File: src/rtl/link_capture_array.sv
// link_capture_array: captures words from several dual-rail asynchronous links
// (two-phase or four-phase return-to-zero), synchronizes every rail, decodes
// each channel with its own handshake FSM, and merges the words into a single
// FIFO through a round-robin arbiter. ack_o closes the handshake per channel.
module link_capture_array #(
    parameter string ENC         = "TP",
    parameter int    WIDTH       = 8,
    parameter int    CHANNELS    = 4,
    parameter int    DEPTH       = 8,
    parameter int    SYNC_STAGES = 2,
    parameter int    ACK_DELAY   = 3,
    localparam int   CW          = (CHANNELS > 1) ? $clog2(CHANNELS) : 1,
    localparam int   NW          = $clog2(DEPTH + 1)
) (
    input  logic                                  clk,
    input  logic                                  rst,
    input  logic [CHANNELS-1:0][WIDTH-1:0][1:0]   in,
    output logic [CHANNELS-1:0]                   ack_o,
    output logic [WIDTH-1:0]                      data_o,
    output logic [CW-1:0]                         chan_o,
    output logic                                  valid_o,
    input  logic                                  ready_i,
    output logic [CHANNELS-1:0]                   err_o,
    output logic [NW-1:0]                         count_o
);

    localparam bit IS_FP = (ENC == "FP");
    localparam int AW    = $clog2(DEPTH);

    typedef enum logic [1:0] {IDLE, CAPT, DELAY, RELEASE} state_t;

    // ------------------------------------------------------------------
    // Reset release and rail synchronizers
    // ------------------------------------------------------------------
    logic [SYNC_STAGES-1:0]                 run_sync_reg;
    logic                                   run_en;
    logic [CHANNELS-1:0][WIDTH-1:0][1:0]    sync_reg [SYNC_STAGES];
    logic [CHANNELS-1:0][WIDTH-1:0][1:0]    rails;

    // Hold every FSM in IDLE until reset release has passed through the chain
    always_ff @(posedge clk or negedge rst) begin
        if (!rst) begin
            run_sync_reg <= '0;
        end else begin
            run_sync_reg <= {run_sync_reg[SYNC_STAGES-2:0], 1'b1};
        end
    end

    assign run_en = run_sync_reg[SYNC_STAGES-1];

    // Multi-stage synchronizer on every rail; only the last stage is decoded
    always_ff @(posedge clk or negedge rst) begin
        if (!rst) begin
            for (int s = 0; s < SYNC_STAGES; s++) begin
                sync_reg[s] <= '0;
            end
        end else begin
            sync_reg[0] <= in;
            for (int s = 1; s < SYNC_STAGES; s++) begin
                sync_reg[s] <= sync_reg[s-1];
            end
        end
    end

    assign rails = sync_reg[SYNC_STAGES-1];

    // ------------------------------------------------------------------
    // Shared arbiter / FIFO signals
    // ------------------------------------------------------------------
    logic [CHANNELS-1:0]                req;
    logic [CHANNELS-1:0]                grant_vec;
    logic [CHANNELS-1:0][WIDTH-1:0]     cap_word;
    logic [CW-1:0]                      grant_idx;
    logic                               grant_any;
    logic [CW-1:0]                      arb_ptr_reg, arb_ptr_next;
    int                                 scan_idx;

    logic [WIDTH+CW-1:0]                mem [DEPTH];
    logic [AW-1:0]                      wr_ptr_reg, rd_ptr_reg;
    logic [NW-1:0]                      count_reg, count_next;
    logic                               full, empty, push, pop;

    assign full  = (count_reg == NW'(DEPTH));
    assign empty = (count_reg == '0);

    // ------------------------------------------------------------------
    // Per-channel decode and handshake FSM
    // ------------------------------------------------------------------
    for (genvar gi = 0; gi < CHANNELS; gi++) begin : g_chan
        state_t                     state_reg, state_next;
        logic [WIDTH-1:0][1:0]      ref_reg, ref_next;
        logic [WIDTH-1:0]           word_reg, word_next;
        logic [7:0]                 cnt_reg, cnt_next;
        logic                       ack_reg, ack_next;
        logic                       err_reg, err_next;
        logic                       spacer_reg, spacer_next;
        logic [WIDTH-1:0][1:0]      diff;
        logic [WIDTH-1:0]           bit_done, bit_err, bit_val;
        logic                       all_low;

        // Two-phase tokens are transitions against the last accepted rails;
        // four-phase tokens are levels against the all-zero spacer.
        assign diff    = IS_FP ? rails[gi] : (rails[gi] ^ ref_reg);
        assign all_low = (rails[gi] == '0);

        for (genvar bi = 0; bi < WIDTH; bi++) begin : g_bit
            assign bit_done[bi] = diff[bi][1] ^ diff[bi][0];
            assign bit_err[bi]  = diff[bi][1] & diff[bi][0];
            assign bit_val[bi]  = diff[bi][1];
        end

        // Next-state logic: detect word, request FIFO slot, pace the ack
        always_comb begin
            state_next  = state_reg;
            ref_next    = ref_reg;
            word_next   = word_reg;
            cnt_next    = cnt_reg;
            ack_next    = ack_reg;
            err_next    = err_reg;
            spacer_next = spacer_reg;
            case (state_reg)
                IDLE: begin
                    if (run_en) begin
                        if (|bit_err) begin
                            err_next = 1'b1;
                        end else if (&bit_done) begin
                            word_next  = bit_val;
                            state_next = CAPT;
                        end
                    end
                end
                CAPT: begin
                    if (grant_vec[gi]) begin
                        if (!IS_FP) begin
                            ref_next = rails[gi];
                        end
                        spacer_next = 1'b0;
                        if (ACK_DELAY == 0) begin
                            ack_next   = IS_FP ? 1'b1 : ~ack_reg;
                            state_next = RELEASE;
                        end else begin
                            cnt_next   = 8'(ACK_DELAY);
                            state_next = DELAY;
                        end
                    end
                end
                DELAY: begin
                    if (cnt_reg <= 8'd1) begin
                        ack_next   = IS_FP ? 1'b1 : ~ack_reg;
                        state_next = RELEASE;
                    end else begin
                        cnt_next = cnt_reg - 8'd1;
                    end
                end
                RELEASE: begin
                    if (!IS_FP) begin
                        state_next = IDLE;
                    end else if (!spacer_reg) begin
                        if (all_low) begin
                            if (ACK_DELAY == 0) begin
                                ack_next   = 1'b0;
                                state_next = IDLE;
                            end else begin
                                spacer_next = 1'b1;
                                cnt_next    = 8'(ACK_DELAY);
                            end
                        end
                    end else if (cnt_reg <= 8'd1) begin
                        ack_next    = 1'b0;
                        spacer_next = 1'b0;
                        state_next  = IDLE;
                    end else begin
                        cnt_next = cnt_reg - 8'd1;
                    end
                end
                default: state_next = IDLE;
            endcase
        end

        // Channel state registers; ack comes straight from a flop
        always_ff @(posedge clk or negedge rst) begin
            if (!rst) begin
                state_reg  <= IDLE;
                ref_reg    <= '0;
                word_reg   <= '0;
                cnt_reg    <= '0;
                ack_reg    <= 1'b0;
                err_reg    <= 1'b0;
                spacer_reg <= 1'b0;
            end else begin
                state_reg  <= state_next;
                ref_reg    <= ref_next;
                word_reg   <= word_next;
                cnt_reg    <= cnt_next;
                ack_reg    <= ack_next;
                err_reg    <= err_next;
                spacer_reg <= spacer_next;
            end
        end

        assign req[gi]      = (state_reg == CAPT);
        assign cap_word[gi] = word_reg;
        assign ack_o[gi]    = ack_reg;
        assign err_o[gi]    = err_reg;
    end

    // ------------------------------------------------------------------
    // Round-robin arbiter
    // ------------------------------------------------------------------

    // Scan requests starting at the pointer; full FIFO suppresses every grant
    always_comb begin
        grant_vec = '0;
        grant_idx = '0;
        grant_any = 1'b0;
        scan_idx  = 0;
        for (int i = 0; i < CHANNELS; i++) begin
            scan_idx = (int'(arb_ptr_reg) + i) % CHANNELS;
            if (!grant_any && !full && req[CW'(scan_idx)]) begin
                grant_any               = 1'b1;
                grant_idx               = CW'(scan_idx);
                grant_vec[CW'(scan_idx)] = 1'b1;
            end
        end
        arb_ptr_next = arb_ptr_reg;
        if (grant_any) begin
            arb_ptr_next = (int'(grant_idx) == CHANNELS - 1) ? '0 : grant_idx + 1'b1;
        end
    end

    // Arbiter pointer register
    always_ff @(posedge clk or negedge rst) begin
        if (!rst) begin
            arb_ptr_reg <= '0;
        end else begin
            arb_ptr_reg <= arb_ptr_next;
        end
    end

    // ------------------------------------------------------------------
    // Capture FIFO
    // ------------------------------------------------------------------
    assign push = grant_any;
    assign pop  = !empty && ready_i;

    // Occupancy: simultaneous push and pop cancel out
    always_comb begin
        count_next = count_reg;
        if (push && !pop) begin
            count_next = count_reg + 1'b1;
        end else if (!push && pop) begin
            count_next = count_reg - 1'b1;
        end
    end

    // Storage array; contents are never shown unless valid_o is set
    always_ff @(posedge clk) begin
        if (push) begin
            mem[wr_ptr_reg] <= {grant_idx, cap_word[grant_idx]};
        end
    end

    // FIFO pointers and count; DEPTH is a power of two so pointers wrap freely
    always_ff @(posedge clk or negedge rst) begin
        if (!rst) begin
            wr_ptr_reg <= '0;
            rd_ptr_reg <= '0;
            count_reg  <= '0;
        end else begin
            if (push) begin
                wr_ptr_reg <= wr_ptr_reg + 1'b1;
            end
            if (pop) begin
                rd_ptr_reg <= rd_ptr_reg + 1'b1;
            end
            count_reg <= count_next;
        end
    end

    assign valid_o           = !empty;
    assign count_o           = count_reg;
    assign {chan_o, data_o}  = valid_o ? mem[rd_ptr_reg] : '0;

endmodule
File: config.mk
export PLATFORM = sky130hd
export DESIGN_NAME = link_capture_array
export DESIGN_NICKNAME = d
export VERILOG_FILES = /design/src/rtl/link_capture_array.sv
export SDC_FILE = /design/constraint.sdc
export NUM_CORES = 1
export LEC_CHECK = 0
export BUFFER_PORTS_ARGS = -buffer_cell sky130_fd_sc_hd__clkbuf_2
export CORE_MARGIN = 8
export CORE_UTILIZATION = 25
export CTS_BUF_LIST = sky130_fd_sc_hd__clkbuf_2
export CTS_CLUSTER_DIAMETER = 30
export DETAILED_ROUTE_END_ITERATION = 6
export GPL_TIMING_DRIVEN = 0
export HOLD_SLACK_MARGIN = 0.05
export PLACE_DENSITY_LB_ADDON = 0.05
export SYNTH_ARGS = -nofsm -noshare
export SYNTH_HDL_FRONTEND = slang
export SYNTH_SLANG_ARGS = --single-unit
export TNS_END_PERCENT = 20
File: constraint.sdc
create_clock -name clk -period 4.4 [get_ports clk]
set_input_delay 0.22 -clock clk [delete_from_list [all_inputs] [get_ports clk]]
set_output_delay 0.22 -clock clk [all_outputs]
set_load 0.02 [all_outputs]
* Word-level counts from Yosys, hierarchy flattened
Memories as Yosys holds them, arrays and structs flattened. Index checks and enable logic that the tools add are counted.
Word-level totals: bits in writable memories 80, logic and storage cells 403, bits in registers 286, memories kept 1
Cells by class: bitwise operators 79, $lt $le $gt $ge 13, reductions and logical operators 63, mux-type cells 76, eq/ne operators 38, $add $sub $neg 12
Memories:
- mem | words 8, width 10, rd ports 1, clocked after memory_dff 0, write ports 1, RTL line 78 | logic [WIDTH+CW-1:0] mem [DEPTH];
Operators by type and width (count):
- 2-to-1 mux 8 bit | 9
- one-hot mux 8 bit (2 select lines) | 4
- bitwise XOR 16 bit | 4
- 2-to-1 mux 2 bit | 25
- AND reduction 11 bit | 4
- != test 2 bit, second input constant | 20
- AND 1 bit | 32
- <= comparator 8 x 1 -> 1 bit, second input constant | 4
- one-hot mux 2 bit (4 select lines) | 4
- AND reduction 8 bit | 4
- OR reduction 8 bit | 4
- subtractor 8 x 1 -> 8 bit, second input constant | 4
- bitwise XOR 1 bit | 32
- 2-to-1 mux 4 bit | 6
- AND reduction 3 bit | 8
- AND reduction 5 bit | 4
- 2-to-1 mux 1 bit | 18
- binary-select mux 8 bit (select 2 bit) | 1
- == test 2 bit, second input constant | 8
- < comparator 2 x 4 -> 1 bit, second input constant | 4
- AND reduction 2 bit | 8
- logical AND 1 bit | 14
- bitwise OR 4 bit | 3
- == test 2 x 1 -> 1 bit, second input constant | 5
- other kinds (17) | 52

* Depth between registers and ports, before layout
Gate-level depths: netlist of run 1.
depth in word-level cells 22, depth in mapped cells 16, gate-level depth less buffers 14

* Least setup slack after synthesis of run 1
Ideal clock, no wire load.
kind register to register, from register arb_ptr_reg[0], to register count_reg[3], in the netlist count_o[3], required time 4.267 ns, period minus slack after synthesis 4.090 ns, stages on the path, launching flop included 17, data arrival time 3.957 ns, buffers on the path 3, library setup time 0.133 ns, setup slack 0.310 ns, cells stage by stage dfrtp_1 buf_6 buf_2 inv_1 ha_1 clkbuf_1 mux4_2 o31ai_1 inv_1 ha_1 inv_1 ha_1 a21o_1 a21oi_1 xnor2_1 nor2_1 xor2_1
Between the ends: longest elaborated chain between the ends 20, elaborated cells between the ends (all ways) 34
Ends and longest elaborated chain:
- from (decl) | RTL line 75 | logic [CW-1:0] arb_ptr_reg, arb_ptr_next;
- from (signal assigned) | RTL line 236 | arb_ptr_reg <= arb_ptr_next;
- binary-select mux 1 bit (select 2 bit) | RTL line 219 | if (!grant_any && !full && req[CW'(scan_idx)]) begin
- 2-to-1 mux 1 bit (not written as such) (2 in series) | RTL line 219
- logical AND 1 bit | RTL line 219
- 2-to-1 mux 1 bit | RTL line 219
- logical NOT 1 bit | RTL line 219
- logical AND 1 bit (2 in series) | RTL line 219
- 2-to-1 mux 1 bit | RTL line 219
- logical NOT 1 bit | RTL line 219
- logical AND 1 bit (2 in series) | RTL line 219
- 2-to-1 mux 1 bit | RTL line 219
- logical NOT 1 bit | RTL line 219
- logical AND 1 bit (2 in series) | RTL line 219
- 2-to-1 mux 1 bit * | RTL line 219
- named net grant_any | RTL line 74 | logic grant_any;
- logical NOT 1 bit | RTL line 251 | end else if (!push && pop) begin
- logical AND 1 bit | RTL line 251
- nonzero test 2 bit (no line)
- to (signal assigned) | RTL line 276 | count_reg <= count_next;
- to (decl) | RTL line 80 | logic [NW-1:0] count_reg, count_next;
Mark *: on every way through the listed nets, which the timed path passes. The rest lies on a longest branch. The select of a mux whose other input is x is not followed. A chain may end at the register's enable or synchronous reset.

* Worst setup path in the final report of run 1
from register arb_ptr_reg[1], to register g_chan[0].ref_reg[1] in the netlist's numbering
Between the ends: longest elaborated chain between the ends 18, elaborated cells between the ends (all ways) 56
Ends and longest elaborated chain:
- branches (longest 16 deep; another with < comparator 2 x 4 -> 1 bit)
- 2-to-1 mux 4 bit * | RTL line 219
- AND reduction 2 bit (no line) *
- to (signal assigned) | RTL line 192 | ref_reg <= ref_next;
- to (decl) | RTL line 91 | logic [WIDTH-1:0][1:0] ref_reg, ref_next;
Every way passes the cells marked *. The select of a mux whose other input is x is not followed.

==> results of run 1 <==
area by class of cell:
type	count	area [um^2]	area share
antenna	4	10.0	0.000508
clock inverter	49	263	0.0133
tap	837	1050	0.0531
timing repair buffer	233	1950	0.0989
inverter	29	109	0.00552
clock buffer	161	806	0.0409
multi-input combinational	625	5730	0.291
sequential	366	9560	0.485
buffer	40	239	0.0121
stage by stage:
step / util / power, mW / setup WS [ns]
global placement: 0.277 / 11.1 / -3.79
finish: 0.320 / 13.9 / 0.220
global route: 0.320 / 15.1 / -0.143
detailed placement: 0.279 / 11.2 / -0.973
CTS: 0.319 / 14.2 / 0.0152
floorplan: - / 9.23 / 0.310
report_power, final:
part	internal [mW]	switching (mW)	leakage, nW
sequential	4.74	0.508	4.22
clock	1.13	1.55	0.815
combinational	2.43	3.52	3.67
worst max-delay path, cell delays in order (launching register included):
cell	delay (ns)
dfrtp_1	0.44
clkbuf_1	0.35
inv_1	0.25
ha_1	0.36
clkbuf_2	0.26
mux4_2	0.44
o21ai_2	0.17
nor2_1	0.11
a222oi_1	0.73
nand2b_1	0.29
buf_6	0.17
buf_6	0.19
mux2_4	0.31
worst max path at each step:
stage,from,endpoint,cells after the start
global route,arb_ptr_reg[1],g_chan[0].ref_reg[1],12
finish,arb_ptr_reg[1],g_chan[0].ref_reg[1],12
detailed placement,arb_ptr_reg[1],count_o[3],15
floorplan,arb_ptr_reg[0],count_o[3],16
CTS,arb_ptr_reg[1],g_chan[1].ref_reg[12],12
global placement,rst,sync_reg[84],1
cell usage after synthesis (12+ instances only):
master    number  area, um^2
dfrtp_1      286        7160
or3_1         14        87.6
o31ai_1       12        90.1
nand2_1       40         150
nor4_1        15        93.8
mux4_2        24         541
a21oi_1       38         190
edfxtp_1      80        2400
mux2_2        82         923
mux2_4        20         300
xor2_1        65         569
mux2i_1       27         270
or4_1         15         113
clkbuf_1      14        52.6
inv_1         29         109
xnor2_1       12         105
nor2_1        50         188
ha_1          71         888
mux2_1        13         146
o21ai_0       26         130
kinds of logic after synthesis:
| family | after synthesis | synth area share |
|---|---|---|
| flip-flops | 366 | 0.615 |
| AND/OR/NAND/NOR | 189 | 0.0648 |
| multiplexers | 166 | 0.140 |
| AO/OA/AOI/OAI | 120 | 0.0559 |
| XOR/XNOR | 77 | 0.0434 |
| adder cells (fa/ha/maj) | 72 | 0.0584 |
| buffers and inverters | 69 | 0.0221 |
| other | 1 | 0.000241 |
cell usage in the layout (no fill, tap or decap), types with 26 or more instances in the layout:
master / n
clkbuf_2: 252
edfxtp_1: 80
dlygate4sd3_1: 132
nor2_1: 50
nand2_1: 40
xor2_1: 65
a21oi_1: 30
o21ai_0: 26
inv_1: 29
mux2_2: 82
clkinv_1: 29
dfrtp_1: 286
ha_1: 71
mux2i_1: 27
timing repair:
item                                    CTS  global route
endpoints found under the hold margin   253             0
buffers inserted                          0             2
hold buffers                            133             0
resized for setup                         8             5
endpoints found under the setup margin  137            68
pin swaps                                 1             3
layer usage:
metal,global-route usage,vias up
li1,-,4628
met3,0.0317,107
met4,0.0430,0
met1,0.139,4794
met2,0.165,183
met5,0,-
==> flow_summary.json, run 1 <==
{
  "top_layer_used": "met4",
  "dr.pass1.iters": 4,
  "setup.worst_path.start_class": "flop",
  "fp.dieW_um": 265,
  "gr-usage-all-layers": 0.107,
  "drv_slew": 0,
  "tightest_slew_ns": 1.22,
  "cp_max_fo": 10,
  "r2r-end": "g_chan[0].ref_reg[1]",
  "root_buffer": "clkbuf_2",
  "grt_pass1_vias": 10600,
  "gp_congestion": 0.714,
  "num_io_pins": 90,
  "fp-row-count": 91,
  "wl_met1_mm": 17.3,
  "hold_viol": 0,
  "r2r_setup_slack_ns": 0.22,
  "yosys_warnings": 0,
  "syn2layout_area_growth_pct": 26.8,
  "power_density_mw_per_mm2": 704,
  "wl_met2_mm": 16.7,
  "grt_pass1_wl_mm": 59.1,
  "finalCriticalPeriod_ns": 4.18,
  "outcome": "completed",
  "vias": 9712,
  "cts_tree": "yes",
  "io_buffers": 89,
  "place_hpwl_mm": 24.9,
  "yosysSeqAreaShare": 0.615,
  "synth_edf_count": 80,
  "relSlewSlack": 0.179,
  "critPathCaptureType": "flop",
  "routed_wl_mm": 36.7,
  "vias_per_cell": 4.14,
  "ir_drop_uv": 261,
  "die_h_um": 265,
  "antenna_found_initial": 2,
  "yosysUniqueCellTypes": 67,
  "crit_arrival_ns": 5.12,
  "largest_reg_flops": 80,
  "ff2ff_path_depth": 12,
  "finalSetupViolations": 0,
  "synth_nets": 1199,
  "worstSkewPairLatency_ns": 1.08,
  "wl_per_cell_um": 15.7,
  "fin_nets": 1549,
  "whs_path_depth": 3,
  "worstReg2RegStart": "arb_ptr_reg[1]",
  "cts_buffers": 115,
  "clock_path_buffers": 3,
  "dieArea_mm2": 0.0704,
  "placed_cell_area_mm2": 0.0172,
  "fin_crit_sh": 0.950,
  "path_class": "flop to flop",
  "leakagePower_nw": 8.71,
  "start_util": 0.252,
  "hp-start": "in[61]",
  "synthesis.instances": 1060,
  "rsz0062_at_grt": "yes",
  "min_to": "sync_reg[125]",
  "tns_ns": 0,
  "async_reset_ff_frac": 0.781,
  "drive_gt1_frac": 0.313,
  "ant_nets": 0,
  "finalInstanceArea_mm2": 0.0197,
  "largest_register": "mem",
  "drv_cap": 0,
  "fill_cells": 6236,
  "numPlacedInstances": 1995,
  "core-area_mm2": 0.0616,
  "synth_area_mm2": 0.0155,
  "worst_ep_required_time_ns": 5.34,
  "fmaxAchievable_ghz": 0.239,
  "skew_ns": 0.0692,
  "syn_avg_cell_area_um2": 14.7,
  "grt_remaining_overflow": 0,
  "clk_pin_slew_ns": 0.09,
  "whs_ns": 0.303,
  "drt_iter0_drc": 347,
  "grt_max_degree": 105,
  "stdcell_count": 2344,
  "ys.flop_type": "dfrtp_1",
  "drc": 0,
  "cts.sinks": 366,
  "ys_seq_elements": 366,
  "met3_length_mm": 1.62,
  "cts_htree_levels": 3,
  "min_path_type": "input pin to flop"
}
No activity file was read; power rests on OpenSTA's default activity.
==> run 2, diff against run 1 <==
--- a/config.mk
+++ b/config.mk
@@ -13,7 +13,8 @@
 export DETAILED_ROUTE_END_ITERATION = 6
 export GPL_TIMING_DRIVEN = 0
 export HOLD_SLACK_MARGIN = 0.05
-export PLACE_DENSITY_LB_ADDON = 0.05
+export MAX_ROUTING_LAYER = met4
+export PLACE_DENSITY = 0.48
 export SYNTH_ARGS = -nofsm -noshare
 export SYNTH_HDL_FRONTEND = slang
 export SYNTH_SLANG_ARGS = --single-unit
==> flow_summary.json, run 2 (same netlist as run 1, synthesis figures left out) <==
{
  "outcome": "completed",
  "fmaxAchievable_ghz": 0.247,
  "ant_nets": 0,
  "fp.dieW_um": 265,
  "grt_pass1_vias": 10800,
  "drv_slew": 0,
  "tightest_slew_ns": 1.35,
  "fin_crit_sh": 0.921,
  "drive_gt1_frac": 0.306,
  "cts.sinks": 366,
  "wl_per_cell_um": 14.6,
  "min_path_type": "input pin to flop",
  "vias_per_cell": 4.17,
  "finalSetupViolations": 0,
  "stdcell_count": 2318,
  "io_buffers": 89,
  "vias": 9665,
  "skew_ns": 0.0982,
  "start_util": 0.252,
  "cts_htree_levels": 3,
  "finalCriticalPeriod_ns": 4.05,
  "routed_wl_mm": 33.8,
  "relSlewSlack": 0.0863,
  "clk_pin_slew_ns": 0.09,
  "drc": 0,
  "gp_congestion": 0.832,
  "largest_reg_flops": 80,
  "drv_cap": 0,
  "crit_arrival_ns": 4.93,
  "root_buffer": "clkbuf_2",
  "critPathCaptureType": "flop",
  "critPathBufInv": 6,
  "grt_pass1_wl_mm": 56.6,
  "gr-usage-all-layers": 0.103,
  "hold_viol": 0,
  "whs_ns": 0.296,
  "dieArea_mm2": 0.0704,
  "final_common_cell": "dfrtp_1",
  "worst_ep_required_time_ns": 5.28,
  "grt_max_degree": 94,
  "fin_nets": 1541,
  "largest_register": "mem",
  "numPlacedInstances": 1996,
  "cpPeakStageDelay_ns": 0.76,
  "ir_drop_uv": 337,
  "leakagePower_nw": 8.63,
  "fp-row-count": 91,
  "worstSkewPairLatency_ns": 1.09,
  "syn2layout_area_growth_pct": 26.2,
  "drt_iter0_drc": 446,
  "path_cells": "buf_6, buf_2, inv_1, ha_1, buf_2, mux4_2, o21ai_2, nor2_1, a222oi_1, nand2b_1, buf_6, buf_6, mux2_4",
  "die_h_um": 265,
  "place_hpwl_mm": 23.4,
  "crit_slowest_cell": "a222oi_1",
  "clock_path_buffers": 3,
  "path_class": "flop to flop",
  "grt_remaining_overflow": 0,
  "cts_buffers": 106,
  "crit_path_frequent_cell": "buf_6",
  "core-area_mm2": 0.0616,
  "setup.worst_path.start_class": "flop",
  "cp_max_fo": 10,
  "layout.cells.most_common_list": "dfrtp_1, clkbuf_2, dlygate4sd3_1",
  "antenna_found_initial": 1,
  "num_io_pins": 90,
  "rsz0062_at_grt": "no",
  "power_density_mw_per_mm2": 684,
  "crit_family": "buffers and inverters",
  "cts_tree": "yes",
  "dr.pass1.iters": 5
}
## run 2: per-layer routing
metal | global-route usage | part of all wire
met1 | 0.121 | 0.44
met2 | 0.162 | 0.48
met3 | 0.0253 | 0.042
met4 | 0.0550 | 0.039
met5 | - | 0
## run 2: tightest hold or removal path, cell delays in order
cell and delay [ns]:
dlygate4sd3_1 0.52, clkbuf_2 0.09, dlygate4sd3_1 0.52
## run 2: where the power goes
| group | internal (mW) | total (mW) | switching, mW |
|---|---|---|---|
| Combinational | 2.42 | 5.68 | 3.26 |
| Clock | 1.03 | 2.48 | 1.45 |
| Sequential | 4.74 | 5.26 | 0.515 |
| Total | 8.19 | 13.4 | 5.22 |
## run 2: final cells by class
| class | count | area, um^2 |
|---|---|---|
| Antenna cell | 3 | 7.51 |
| Clock buffer | 146 | 731 |
| Multi-Input combinational cell | 625 | 5720 |
| Timing Repair Buffer | 234 | 1980 |
| Tap cell | 837 | 1050 |
| Fill cell | 6213 | 42000 |
| Sequential cell | 366 | 9560 |
| Inverter | 29 | 109 |
| Clock inverter | 38 | 229 |
| Buffer | 40 | 240 |
## run 2: final timing paths
path	start	to	slack, ns	depth (start not counted)
min in group asynchronous	rst	g_chan[1].cnt_reg[2]	0.77	5
min reg2reg	sync_reg[96]	rails[32]	0.33	0
min	in[20]	sync_reg[84]	0.30	3
max in group asynchronous	rst	g_chan[3].ref_reg[2]	2.46	7
max reg2reg	arb_ptr_reg[0]	g_chan[0].ref_reg[4]	0.35	13
max	arb_ptr_reg[0]	g_chan[0].ref_reg[4]	0.35	13
## run 2: metrics by stage
stage | power (mW) | area [um^2] | utilization | worst slack [ns] | TNS (ns)
2_1_floorplan | 9.23 | 15500 | - | 0.310 | 0
3_3_place_gp | 10.7 | 17000 | 0.277 | -3.31 | -964.85
3_5_place_dp | 10.9 | 17200 | 0.280 | -0.903 | -14.38
4_1_cts | 13.7 | 19600 | 0.318 | 0.00105 | 0
5_1_grt | 14.6 | 19600 | 0.319 | 0.00148 | 0
6_report | 13.4 | 19600 | 0.319 | 0.349 | 0
## run 2: repair_timing
item	CTS	global route
setup buffers	0	1
pin swaps	0	2
hold buffers	134	0
setup endpoints to repair	132	86
hold endpoints to repair	357	0
resized for setup	6	11
